File: src/rtl/dest_ip_tbl_arbiter_if.sv
// Bundle of requester A/B handshakes, the shared table port and arbiter status.
// slave = arbiter side, master = requesters plus table side.
interface dest_ip_tbl_arbiter_if #(
    parameter int C_S_AXI_DATA_WIDTH = 32,
    parameter int TBL_ADDR_WIDTH     = 5
);
    logic                          a_req;
    logic                          a_wr;
    logic [TBL_ADDR_WIDTH-1:0]     a_addr;
    logic [C_S_AXI_DATA_WIDTH-1:0] a_wdata;
    logic                          a_done;
    logic [C_S_AXI_DATA_WIDTH-1:0] a_rdata;
    logic                          a_err;

    logic                          b_req;
    logic                          b_wr;
    logic [TBL_ADDR_WIDTH-1:0]     b_addr;
    logic [C_S_AXI_DATA_WIDTH-1:0] b_wdata;
    logic                          b_done;
    logic [C_S_AXI_DATA_WIDTH-1:0] b_rdata;
    logic                          b_err;

    logic                          tbl_rd_req;
    logic                          tbl_wr_req;
    logic [TBL_ADDR_WIDTH-1:0]     tbl_rd_addr;
    logic [TBL_ADDR_WIDTH-1:0]     tbl_wr_addr;
    logic [C_S_AXI_DATA_WIDTH-1:0] tbl_wr_data;
    logic [C_S_AXI_DATA_WIDTH-1:0] tbl_rd_data;
    logic                          tbl_rd_ack;
    logic                          tbl_wr_ack;

    logic                          busy;
    logic                          grant_b;

    modport slave (
        input  a_req, a_wr, a_addr, a_wdata,
        output a_done, a_rdata, a_err,
        input  b_req, b_wr, b_addr, b_wdata,
        output b_done, b_rdata, b_err,
        output tbl_rd_req, tbl_wr_req, tbl_rd_addr, tbl_wr_addr, tbl_wr_data,
        input  tbl_rd_data, tbl_rd_ack, tbl_wr_ack,
        output busy, grant_b
    );

    modport master (
        output a_req, a_wr, a_addr, a_wdata,
        input  a_done, a_rdata, a_err,
        output b_req, b_wr, b_addr, b_wdata,
        input  b_done, b_rdata, b_err,
        input  tbl_rd_req, tbl_wr_req, tbl_rd_addr, tbl_wr_addr, tbl_wr_data,
        output tbl_rd_data, tbl_rd_ack, tbl_wr_ack,
        input  busy, grant_b
    );
endinterface

File: src/rtl/dest_ip_tbl_arbiter.sv
// Round-robin arbiter sharing the destination-IP table port between requesters A and B.
// Defining DEST_IP_TBL_ARB_TIMEOUT_EN adds a WAIT-state timeout that aborts with x_err.
module dest_ip_tbl_arbiter #(
    parameter int C_S_AXI_DATA_WIDTH = 32,
    parameter int TBL_ADDR_WIDTH     = 5,
    parameter int TIMEOUT_CYCLES     = 16
) (
    input  logic                 AXI_ACLK,
    input  logic                 AXI_RESETN,
    dest_ip_tbl_arbiter_if.slave bus
);
    localparam int DW = C_S_AXI_DATA_WIDTH;
    localparam int AW = TBL_ADDR_WIDTH;

    typedef enum logic [1:0] {IDLE, ISSUE, WAIT, DONE} state_e;

    state_e        state_q, state_d;
    logic          last_grant_q, last_grant_d;
    logic          grant_b_q, grant_b_d;
    logic          op_wr_q, op_wr_d;
    logic [AW-1:0] op_addr_q, op_addr_d;
    logic [DW-1:0] op_wdata_q, op_wdata_d;
    logic          early_ack_q, early_ack_d;
    logic [DW-1:0] early_rdata_q, early_rdata_d;
    logic          rd_req_q, rd_req_d;
    logic          wr_req_q, wr_req_d;
    logic          busy_q, busy_d;
    logic          a_done_q, a_done_d;
    logic          b_done_q, b_done_d;
    logic [DW-1:0] a_rdata_q, a_rdata_d;
    logic [DW-1:0] b_rdata_q, b_rdata_d;
    logic          ack_match;
    logic [DW-1:0] rd_value;
    logic          finish;
    logic          timed_out;

`ifdef DEST_IP_TBL_ARB_TIMEOUT_EN
    localparam int CntW = $clog2(TIMEOUT_CYCLES + 1);
    logic [CntW-1:0] cnt_q, cnt_d;
    logic            a_err_q, a_err_d;
    logic            b_err_q, b_err_d;
`endif

    // An ack seen during ISSUE is parked so the WAIT state can still complete on it.
    assign ack_match = op_wr_q ? bus.tbl_wr_ack : bus.tbl_rd_ack;
    assign rd_value  = early_ack_q ? early_rdata_q : bus.tbl_rd_data;

    always_comb begin
        state_d       = state_q;
        last_grant_d  = last_grant_q;
        grant_b_d     = grant_b_q;
        op_wr_d       = op_wr_q;
        op_addr_d     = op_addr_q;
        op_wdata_d    = op_wdata_q;
        early_ack_d   = early_ack_q;
        early_rdata_d = early_rdata_q;
        rd_req_d      = 1'b0;
        wr_req_d      = 1'b0;
        a_done_d      = 1'b0;
        b_done_d      = 1'b0;
        a_rdata_d     = a_rdata_q;
        b_rdata_d     = b_rdata_q;
        finish        = 1'b0;
        timed_out     = 1'b0;
`ifdef DEST_IP_TBL_ARB_TIMEOUT_EN
        cnt_d         = cnt_q;
        a_err_d       = a_err_q;
        b_err_d       = b_err_q;
`endif
        case (state_q)
            IDLE: begin
                if (bus.a_req || bus.b_req) begin
                    grant_b_d   = bus.b_req && (!bus.a_req || !last_grant_q);
                    op_wr_d     = grant_b_d ? bus.b_wr    : bus.a_wr;
                    op_addr_d   = grant_b_d ? bus.b_addr  : bus.a_addr;
                    op_wdata_d  = grant_b_d ? bus.b_wdata : bus.a_wdata;
                    rd_req_d    = !op_wr_d;
                    wr_req_d    = op_wr_d;
                    early_ack_d = 1'b0;
                    state_d     = ISSUE;
                end
            end
            ISSUE: begin
                state_d = WAIT;
                if (ack_match) begin
                    early_ack_d   = 1'b1;
                    early_rdata_d = bus.tbl_rd_data;
                end
`ifdef DEST_IP_TBL_ARB_TIMEOUT_EN
                cnt_d = '0;
`endif
            end
            WAIT: begin
                if (ack_match || early_ack_q)
                    finish = 1'b1;
`ifdef DEST_IP_TBL_ARB_TIMEOUT_EN
                else if (cnt_q == CntW'(TIMEOUT_CYCLES - 1)) begin
                    finish    = 1'b1;
                    timed_out = 1'b1;
                end else
                    cnt_d = cnt_q + 1'b1;
`endif
                if (finish) begin
                    state_d  = DONE;
                    a_done_d = !grant_b_q;
                    b_done_d = grant_b_q;
                    if (!op_wr_q) begin
                        if (grant_b_q) b_rdata_d = timed_out ? '0 : rd_value;
                        else           a_rdata_d = timed_out ? '0 : rd_value;
                    end
`ifdef DEST_IP_TBL_ARB_TIMEOUT_EN
                    if (grant_b_q) b_err_d = timed_out;
                    else           a_err_d = timed_out;
`endif
                end
            end
            DONE: begin
                last_grant_d = grant_b_q;
                state_d      = IDLE;
            end
            default: state_d = IDLE;
        endcase
        busy_d = (state_d != IDLE);
    end

    // last_grant resets to B so that A wins the first contested arbitration.
    always_ff @(posedge AXI_ACLK or negedge AXI_RESETN) begin
        if (!AXI_RESETN) begin
            state_q       <= IDLE;
            last_grant_q  <= 1'b1;
            grant_b_q     <= 1'b0;
            op_wr_q       <= 1'b0;
            op_addr_q     <= '0;
            op_wdata_q    <= '0;
            early_ack_q   <= 1'b0;
            early_rdata_q <= '0;
            rd_req_q      <= 1'b0;
            wr_req_q      <= 1'b0;
            busy_q        <= 1'b0;
            a_done_q      <= 1'b0;
            b_done_q      <= 1'b0;
            a_rdata_q     <= '0;
            b_rdata_q     <= '0;
`ifdef DEST_IP_TBL_ARB_TIMEOUT_EN
            cnt_q         <= '0;
            a_err_q       <= 1'b0;
            b_err_q       <= 1'b0;
`endif
        end else begin
            state_q       <= state_d;
            last_grant_q  <= last_grant_d;
            grant_b_q     <= grant_b_d;
            op_wr_q       <= op_wr_d;
            op_addr_q     <= op_addr_d;
            op_wdata_q    <= op_wdata_d;
            early_ack_q   <= early_ack_d;
            early_rdata_q <= early_rdata_d;
            rd_req_q      <= rd_req_d;
            wr_req_q      <= wr_req_d;
            busy_q        <= busy_d;
            a_done_q      <= a_done_d;
            b_done_q      <= b_done_d;
            a_rdata_q     <= a_rdata_d;
            b_rdata_q     <= b_rdata_d;
`ifdef DEST_IP_TBL_ARB_TIMEOUT_EN
            cnt_q         <= cnt_d;
            a_err_q       <= a_err_d;
            b_err_q       <= b_err_d;
`endif
        end
    end

    assign bus.tbl_rd_req  = rd_req_q;
    assign bus.tbl_wr_req  = wr_req_q;
    assign bus.tbl_rd_addr = op_addr_q;
    assign bus.tbl_wr_addr = op_addr_q;
    assign bus.tbl_wr_data = op_wdata_q;
    assign bus.a_done      = a_done_q;
    assign bus.b_done      = b_done_q;
    assign bus.a_rdata     = a_rdata_q;
    assign bus.b_rdata     = b_rdata_q;
    assign bus.busy        = busy_q;
    assign bus.grant_b     = grant_b_q;
`ifdef DEST_IP_TBL_ARB_TIMEOUT_EN
    assign bus.a_err       = a_err_q;
    assign bus.b_err       = b_err_q;
`else
    assign bus.a_err       = 1'b0;
    assign bus.b_err       = 1'b0;
`endif
endmodule

File: src/flat_wrapper.sv
// flat-port wrapper written by rule: the top's interface ports become plain ports
module dest_ip_tbl_arbiter_flat 
#(
    parameter int C_S_AXI_DATA_WIDTH = 32,
    parameter int TBL_ADDR_WIDTH     = 5,
    parameter int TIMEOUT_CYCLES     = 16
)
  (AXI_ACLK, AXI_RESETN, bus_a_req, bus_a_wr, bus_a_addr, bus_a_wdata, bus_a_done, bus_a_rdata, bus_a_err, bus_b_req, bus_b_wr, bus_b_addr, bus_b_wdata, bus_b_done, bus_b_rdata, bus_b_err, bus_tbl_rd_req, bus_tbl_wr_req, bus_tbl_rd_addr, bus_tbl_wr_addr, bus_tbl_wr_data, bus_tbl_rd_data, bus_tbl_rd_ack, bus_tbl_wr_ack, bus_busy, bus_grant_b);
  dest_ip_tbl_arbiter_if #(.C_S_AXI_DATA_WIDTH(C_S_AXI_DATA_WIDTH), .TBL_ADDR_WIDTH(TBL_ADDR_WIDTH)) bus_i ();
  input  logic AXI_ACLK;
  input  logic AXI_RESETN;
  input wire logic [$bits(bus_i.a_req)-1:0] bus_a_req;
  input wire logic [$bits(bus_i.a_wr)-1:0] bus_a_wr;
  input wire logic [$bits(bus_i.a_addr)-1:0] bus_a_addr;
  input wire logic [$bits(bus_i.a_wdata)-1:0] bus_a_wdata;
  output wire logic [$bits(bus_i.a_done)-1:0] bus_a_done;
  output wire logic [$bits(bus_i.a_rdata)-1:0] bus_a_rdata;
  output wire logic [$bits(bus_i.a_err)-1:0] bus_a_err;
  input wire logic [$bits(bus_i.b_req)-1:0] bus_b_req;
  input wire logic [$bits(bus_i.b_wr)-1:0] bus_b_wr;
  input wire logic [$bits(bus_i.b_addr)-1:0] bus_b_addr;
  input wire logic [$bits(bus_i.b_wdata)-1:0] bus_b_wdata;
  output wire logic [$bits(bus_i.b_done)-1:0] bus_b_done;
  output wire logic [$bits(bus_i.b_rdata)-1:0] bus_b_rdata;
  output wire logic [$bits(bus_i.b_err)-1:0] bus_b_err;
  output wire logic [$bits(bus_i.tbl_rd_req)-1:0] bus_tbl_rd_req;
  output wire logic [$bits(bus_i.tbl_wr_req)-1:0] bus_tbl_wr_req;
  output wire logic [$bits(bus_i.tbl_rd_addr)-1:0] bus_tbl_rd_addr;
  output wire logic [$bits(bus_i.tbl_wr_addr)-1:0] bus_tbl_wr_addr;
  output wire logic [$bits(bus_i.tbl_wr_data)-1:0] bus_tbl_wr_data;
  input wire logic [$bits(bus_i.tbl_rd_data)-1:0] bus_tbl_rd_data;
  input wire logic [$bits(bus_i.tbl_rd_ack)-1:0] bus_tbl_rd_ack;
  input wire logic [$bits(bus_i.tbl_wr_ack)-1:0] bus_tbl_wr_ack;
  output wire logic [$bits(bus_i.busy)-1:0] bus_busy;
  output wire logic [$bits(bus_i.grant_b)-1:0] bus_grant_b;
  assign bus_i.a_req = bus_a_req;
  assign bus_i.a_wr = bus_a_wr;
  assign bus_i.a_addr = bus_a_addr;
  assign bus_i.a_wdata = bus_a_wdata;
  assign bus_a_done = bus_i.a_done;
  assign bus_a_rdata = bus_i.a_rdata;
  assign bus_a_err = bus_i.a_err;
  assign bus_i.b_req = bus_b_req;
  assign bus_i.b_wr = bus_b_wr;
  assign bus_i.b_addr = bus_b_addr;
  assign bus_i.b_wdata = bus_b_wdata;
  assign bus_b_done = bus_i.b_done;
  assign bus_b_rdata = bus_i.b_rdata;
  assign bus_b_err = bus_i.b_err;
  assign bus_tbl_rd_req = bus_i.tbl_rd_req;
  assign bus_tbl_wr_req = bus_i.tbl_wr_req;
  assign bus_tbl_rd_addr = bus_i.tbl_rd_addr;
  assign bus_tbl_wr_addr = bus_i.tbl_wr_addr;
  assign bus_tbl_wr_data = bus_i.tbl_wr_data;
  assign bus_i.tbl_rd_data = bus_tbl_rd_data;
  assign bus_i.tbl_rd_ack = bus_tbl_rd_ack;
  assign bus_i.tbl_wr_ack = bus_tbl_wr_ack;
  assign bus_busy = bus_i.busy;
  assign bus_grant_b = bus_i.grant_b;
  dest_ip_tbl_arbiter #(.C_S_AXI_DATA_WIDTH(C_S_AXI_DATA_WIDTH), .TBL_ADDR_WIDTH(TBL_ADDR_WIDTH), .TIMEOUT_CYCLES(TIMEOUT_CYCLES)) u_core (.AXI_ACLK(AXI_ACLK), .AXI_RESETN(AXI_RESETN), .bus(bus_i));
endmodule
File: config.mk
export PLATFORM = sky130hd
export DESIGN_NAME = dest_ip_tbl_arbiter_flat
export DESIGN_NICKNAME = d
export VERILOG_FILES = /design/src/rtl/dest_ip_tbl_arbiter_if.sv /design/src/rtl/dest_ip_tbl_arbiter.sv /design/src/flat_wrapper.sv
export SDC_FILE = /design/constraint.sdc
export NUM_CORES = 1
export LEC_CHECK = 0
export BUFFER_PORTS_ARGS = -buffer_cell sky130_fd_sc_hd__clkbuf_2
export CAP_MARGIN = 0
export CORE_ASPECT_RATIO = 1.5
export CORE_MARGIN = 4
export CORE_UTILIZATION = 30
export DETAILED_ROUTE_END_ITERATION = 12
export GPL_TIMING_DRIVEN = 0
export PLACE_DENSITY_LB_ADDON = 0.12
export SLEW_MARGIN = 10
export SYNTH_ARGS = -nofsm -noshare
export SYNTH_HDL_FRONTEND = slang
export SYNTH_SLANG_ARGS = --single-unit
export TNS_END_PERCENT = 5
File: constraint.sdc
create_clock -name AXI_ACLK -period 2.72 [get_ports AXI_ACLK]
set_input_delay 0.544 -clock AXI_ACLK [delete_from_list [all_inputs] [get_ports AXI_ACLK]]
set_output_delay 0.544 -clock AXI_ACLK [all_outputs]
set_load 0.005 [all_outputs]
======== After elaboration in Yosys (flattened, before gate mapping) ========
Cells that the tools add are included.
operators by class
  $lt $le $gt $ge ......................... 0
  divide/modulo/power cells ............... 0
  add/subtract/negate cells ............... 0
  mux-type cells .......................... 21
  reduce and logical (&&, ||, !) cells .... 16
  bitwise logic cells ..................... 2
  multiply operators ...................... 0
  shift operators ......................... 0
  equal/unequal tests ..................... 5
operators by type and width
  cell                                                                    count
  32-bit two-way mux                                                      2
  1-bit two-way mux                                                       14
  2-bit case mux with 4 select lines                                      1
  4-bit AND reduction                                                     2
  5-bit two-way mux                                                       1
  2-bit equality test (second input constant)                             2
  1-bit logical NOT                                                       4
  2-bit two-way mux                                                       2
  2-bit by 1-bit != test with 1-bit output (second input constant)        2
  2-bit AND reduction                                                     2
  2-bit nonzero test                                                      2
  1-bit logical OR                                                        3
  3-bit AND reduction                                                     1
  2-bit by 1-bit equality test with 1-bit output (second input constant)  1
  2-bit logical NOT                                                       1
  1-bit inverter                                                          2
  1-bit case mux with 2 select lines                                      1
  1-bit logical AND                                                       1
storage, ports and cells
  logic and storage cells ................. 59
  input bits .............................. 114
  memories ................................ 0
  bits in read-only memories .............. 0
  RAM bits ................................ 0
  output and inout port bits .............. 114
  register bits ........................... 144
  latch bits .............................. 0

======== Longest topological paths before layout ========
  word-level depth ........................ 7
  mapped depth ............................ 6

======== Worst setup path after synthesis ========
No wires, ideal clock.
  path kind ............................... reg2reg
  start point ............................. register u_core.state_q[0]
  end point ............................... register u_core.a_rdata_q[0], in the netlist u_core.bus.a_rdata[0]
  setup time .............................. 0.125 ns
  data arrival time ....................... 1.419 ns
  path slack .............................. 1.176 ns
  stages on the path, launching flop included .. 7
  required time ........................... 2.595 ns
  cell sequence ........................... dfrtp_1 inv_1 ha_1 nand2b_1 nor2_4 buf_6 mux2_4
between the ends
  cells in the longest elaborated chain, start to end .. 2
RTL lines
  what                           RTL line                    text
  from (decl)                    dest_ip_tbl_arbiter.sv:17   state_e state_q, state_d;
  from (signal assigned)         dest_ip_tbl_arbiter.sv:150  state_q <= state_d;
  2-bit equality test            dest_ip_tbl_arbiter.sv:70   case (state_q)
  4-bit AND reduction (no line)  n/a
  to (signal assigned)           dest_ip_tbl_arbiter.sv:163  a_rdata_q <= a_rdata_d;
  to (decl)                      dest_ip_tbl_arbiter.sv:30   logic [DW-1:0] a_rdata_q, a_rdata_d;
Every way passes these cells.
A chain may end at the register's enable or synchronous reset.

======== Worst setup path in the final report ========
  start point ............................. register u_core.state_q[0]
  end point ............................... register u_core.op_wdata_q[29], in the netlist u_core.bus.tbl_wr_data[29]
between the ends
  cells in the longest elaborated chain, start to end .. 2
RTL lines
  what                           RTL line                    text
  2-bit logical NOT              dest_ip_tbl_arbiter.sv:70
  2-bit AND reduction (no line)  n/a
  to (signal assigned)           dest_ip_tbl_arbiter.sv:155  op_wdata_q <= op_wdata_d;
  to (decl)                      dest_ip_tbl_arbiter.sv:22   logic [DW-1:0] op_wdata_q, op_wdata_d;
Every way passes these cells.

==> summary.md <==
| Metric | Value |
|---|---|
| Outcome | finished, final reports clean |
| Period utilization | 0.660 |
| Post-CTS Hold Fix Bufs | 0 |
| CP startpoint kind | register |
| Pin slew with the least headroom to its limit | 0.600 ns |
| Final Hold Fails | 0 |
| Setup Fix Bufs, Post-CTS | 0 |
| Netlist cell types | 31 |
| Min Tclk post-route | 1.80 ns |
| Relative slew slack | 0.600 |
| CP arrival | 2.13 ns |
| # diodes | 0 |
| Initial antenna violation count | 0 |
| Clock skew | 0.0125 ns |
| Final HPWL DP | 13,200 µm |
| Die Height | 187 µm |
| WL/cell | 17.2 µm |
| CTS buffer count | 17 |
| Placed instance area | 0.00793 mm² |
| H-tree Lvls | 4 |
| CP Class | reg2reg |
| Initial drt markers | 133 |
| Buffers on Ports | 225 |
| Met2 WL post-DR | 9120 µm |
| Core Region | 0.0211 mm² |
| Root buf cell | clkbuf_16 |
| Pwr Density | 1210 mW/mm² |
| Vias in the first global route | 5,194 |
| Largest net degree at the start of global routing | 75 |
| Max VDD drop | 0.000541 V |
| Num Clock Sinks | 144 |
| First-pass GRT wire length | 28,400 µm |
| Remaining Overflow, GRT | 0 |
| Netlist Area Pre-Place | 0.00643 mm² |
| Layout Area Growth over Synthesis | 33.5% |
| Seq/Total Area, Yosys | 0.560 |
| Vias per inst | 4.59 |
| Reg area | 0.00360 mm² |
| Clk pin slew, worst setup/hold paths | 0.06 ns |
| # Max-Cap Violations | 0 |
| Worst skew pair latency | 0.43 ns |
| Final instance area | 0.00859 mm² |
| Antenna Nets Post-Route | 0 |
| Met3 Wirelength | 1430 µm |
| Drt pass-1 iters | 4 |
| Critical path capture point type | register |
| Row count | 65 |
| Drt total wl | 17,500 µm |
| Layout cells sized above 1 | 0.561 |
| Post-Synthesis Cells | 492 |
| CTS tree | built |
| Crit path max fanout | 10 |
| Fin. max-slew vios | 0 |
| Layout filler cell count | 2,053 |
| Clk buf depth | 2 |
| DRC violation count after routing | 0 |
| Synth Area per Inst | 13.1 µm² |
| Leakage | 0.00430 µW |
| Initial Util | 0.305 |
| Die footprint | 0.0239 mm² |
| Hold WC Path Type | in2async |
| Synth Warn # | 0 |
| IO Pins | 228 |
| Area of the multi-input gates | 0.00255 mm² |
| Register bit total from synthesis | 144 |
| DIE WIDTH | 128 µm |
| Resized cells post-CTS | 0 |
| Gpl congestion | 0.790 |
| Final Power | 10,400 µW |
| Vias post-DR | 4,674 |
| RSZ-0062 raised after global routing | no |
| Final setup violation count | 0 |
| Tot GR Track Use | 0.152 |
| Nets | 856 |
| Wl on met1 | 6760 µm |
| Max layer used | met4 |
| CP required | 3.06 ns |
| Peak Freq | 0.557 GHz |
## report_power, final
part	switching, µW	leakage, µW	internal (µW)	total (µW)
registers	615	0.00172	3210	3820
logic	1720	0.00226	2210	3930
clock network	939	0.000321	1660	2590
## worst paths after layout
check / startpoint / end / slack [ns] / cells past startpoint
setup / recovery: u_core.state_q[0] / u_core.bus.tbl_wr_data[29] / 0.92 / 6
hold / removal: AXI_RESETN / u_core.bus.tbl_wr_data[24] / 0.12 / 1
setup reg to reg: u_core.state_q[0] / u_core.bus.tbl_wr_data[29] / 0.92 / 6
hold reg to reg: u_core.bus.a_rdata[19] / u_core.bus.a_rdata[19] / 0.49 / 1
max in group asynchronous: AXI_RESETN / u_core.bus.a_rdata[11] / 1.81 / 2
min in group AXI_ACLK: bus_a_wdata[16] / u_core.bus.tbl_wr_data[16] / 0.32 / 3
## layout make-up
cell class                      count  area share
Timing Repair Buffer              226       0.135
Sequential cell                   144       0.420
Tap cell                          268      0.0391
Inverter                            2    0.000874
Clock buffer                       19      0.0516
Multi-Input combinational cell    311       0.297
Buffer                             36      0.0321
Clock inverter                     13      0.0243
## state kept, by name (all words and copies together), names as in the netlist, 2 cells and up
name / count
u_core.bus.a_rdata: 32
u_core.bus.b_rdata: 32
u_core.bus.tbl_wr_data: 32
u_core.early_rdata_q: 32
u_core.bus.tbl_rd_addr: 5
u_core.state_q: 2
## cell usage in the layout (no fill, tap or decap), types with 2 or more instances in the layout
master	Yosys	layout
nand2_1	38	38
nor2_4	2	2
ha_1	4	4
clkbuf_16	0	17
buf_4	9	9
clkbuf_8	0	2
clkinv_2	0	3
clkinv_4	0	4
mux2_1	2	2
clkbuf_2	0	224
bufinv_16	0	5
buf_2	7	7
nor2_1	45	45
mux2_2	77	77
clkbuf_1	7	8
dfrtp_1	143	143
conb_1	1	2
inv_1	2	2
a21oi_1	75	75
mux2_4	51	51
buf_6	13	13
## cells in the mapped netlist (all sizes together)
library cell,number,area share
buf,29,0.039
a22o,1,0.0014
o21bai,2,0.0041
clkbuf,7,0.0041
mux2i,1,0.0016
a21oi,75,0.058
conb,1,0.00058
dfrtp,143,0.56
or3b,1,0.0014
a21bo,1,0.0016
nand2,39,0.024
nand2b,1,0.00097
inv,2,0.0012
and2,1,0.00097
o21a,1,0.0012
ha,4,0.0078
mux2,130,0.26
nor2,47,0.030
nor4,1,0.00097
o21ai,1,0.00078
a21boi,1,0.0012
a31oi,1,0.00097
o22ai,1,0.00097
dfstp,1,0.0041
## worst max-delay path, cell delays in order, from the launching register on
cell and delay [ns]:
dfrtp_1 0.42, inv_1 0.09, ha_1 0.27, o21ai_1 0.22, clkbuf_1 0.44, a21oi_1 0.08
a21oi_1 0.19
## routing by layer
metal | vias up | global-route usage
met5 | - | 0
met4 | 0 | 0.0446
met1 | 2307 | 0.169
met2 | 159 | 0.264
li1 | 2192 | -
met3 | 16 | 0.0606
## cells by family after synthesis
logic type / count (synthesis) / synth area share
multiplexers: 131 / 0.259
AO/OA/AOI/OAI: 84 / 0.0704
AND/OR/NAND/NOR: 90 / 0.0580
other: 1 / 0.000583
flip-flops: 144 / 0.560
buffers and inverters: 38 / 0.0440
adder cells (fa/ha/maj): 4 / 0.00778
## per-stage QoR
stage,utilization,worst slack (ns),setup TNS (ns),hold WS [ns],cells
floorplan,-,1.18,0,0.248,493
global placement,0.375,-1.43,-203.05,0.474,986
detailed placement,0.377,0.878,0,0.483,987
CTS,0.408,0.872,0,0.140,1019
global route,0.408,0.744,0,0.163,1019
finish,0.408,0.923,0,0.124,1019
No activity file was read; power rests on OpenSTA's default activity.
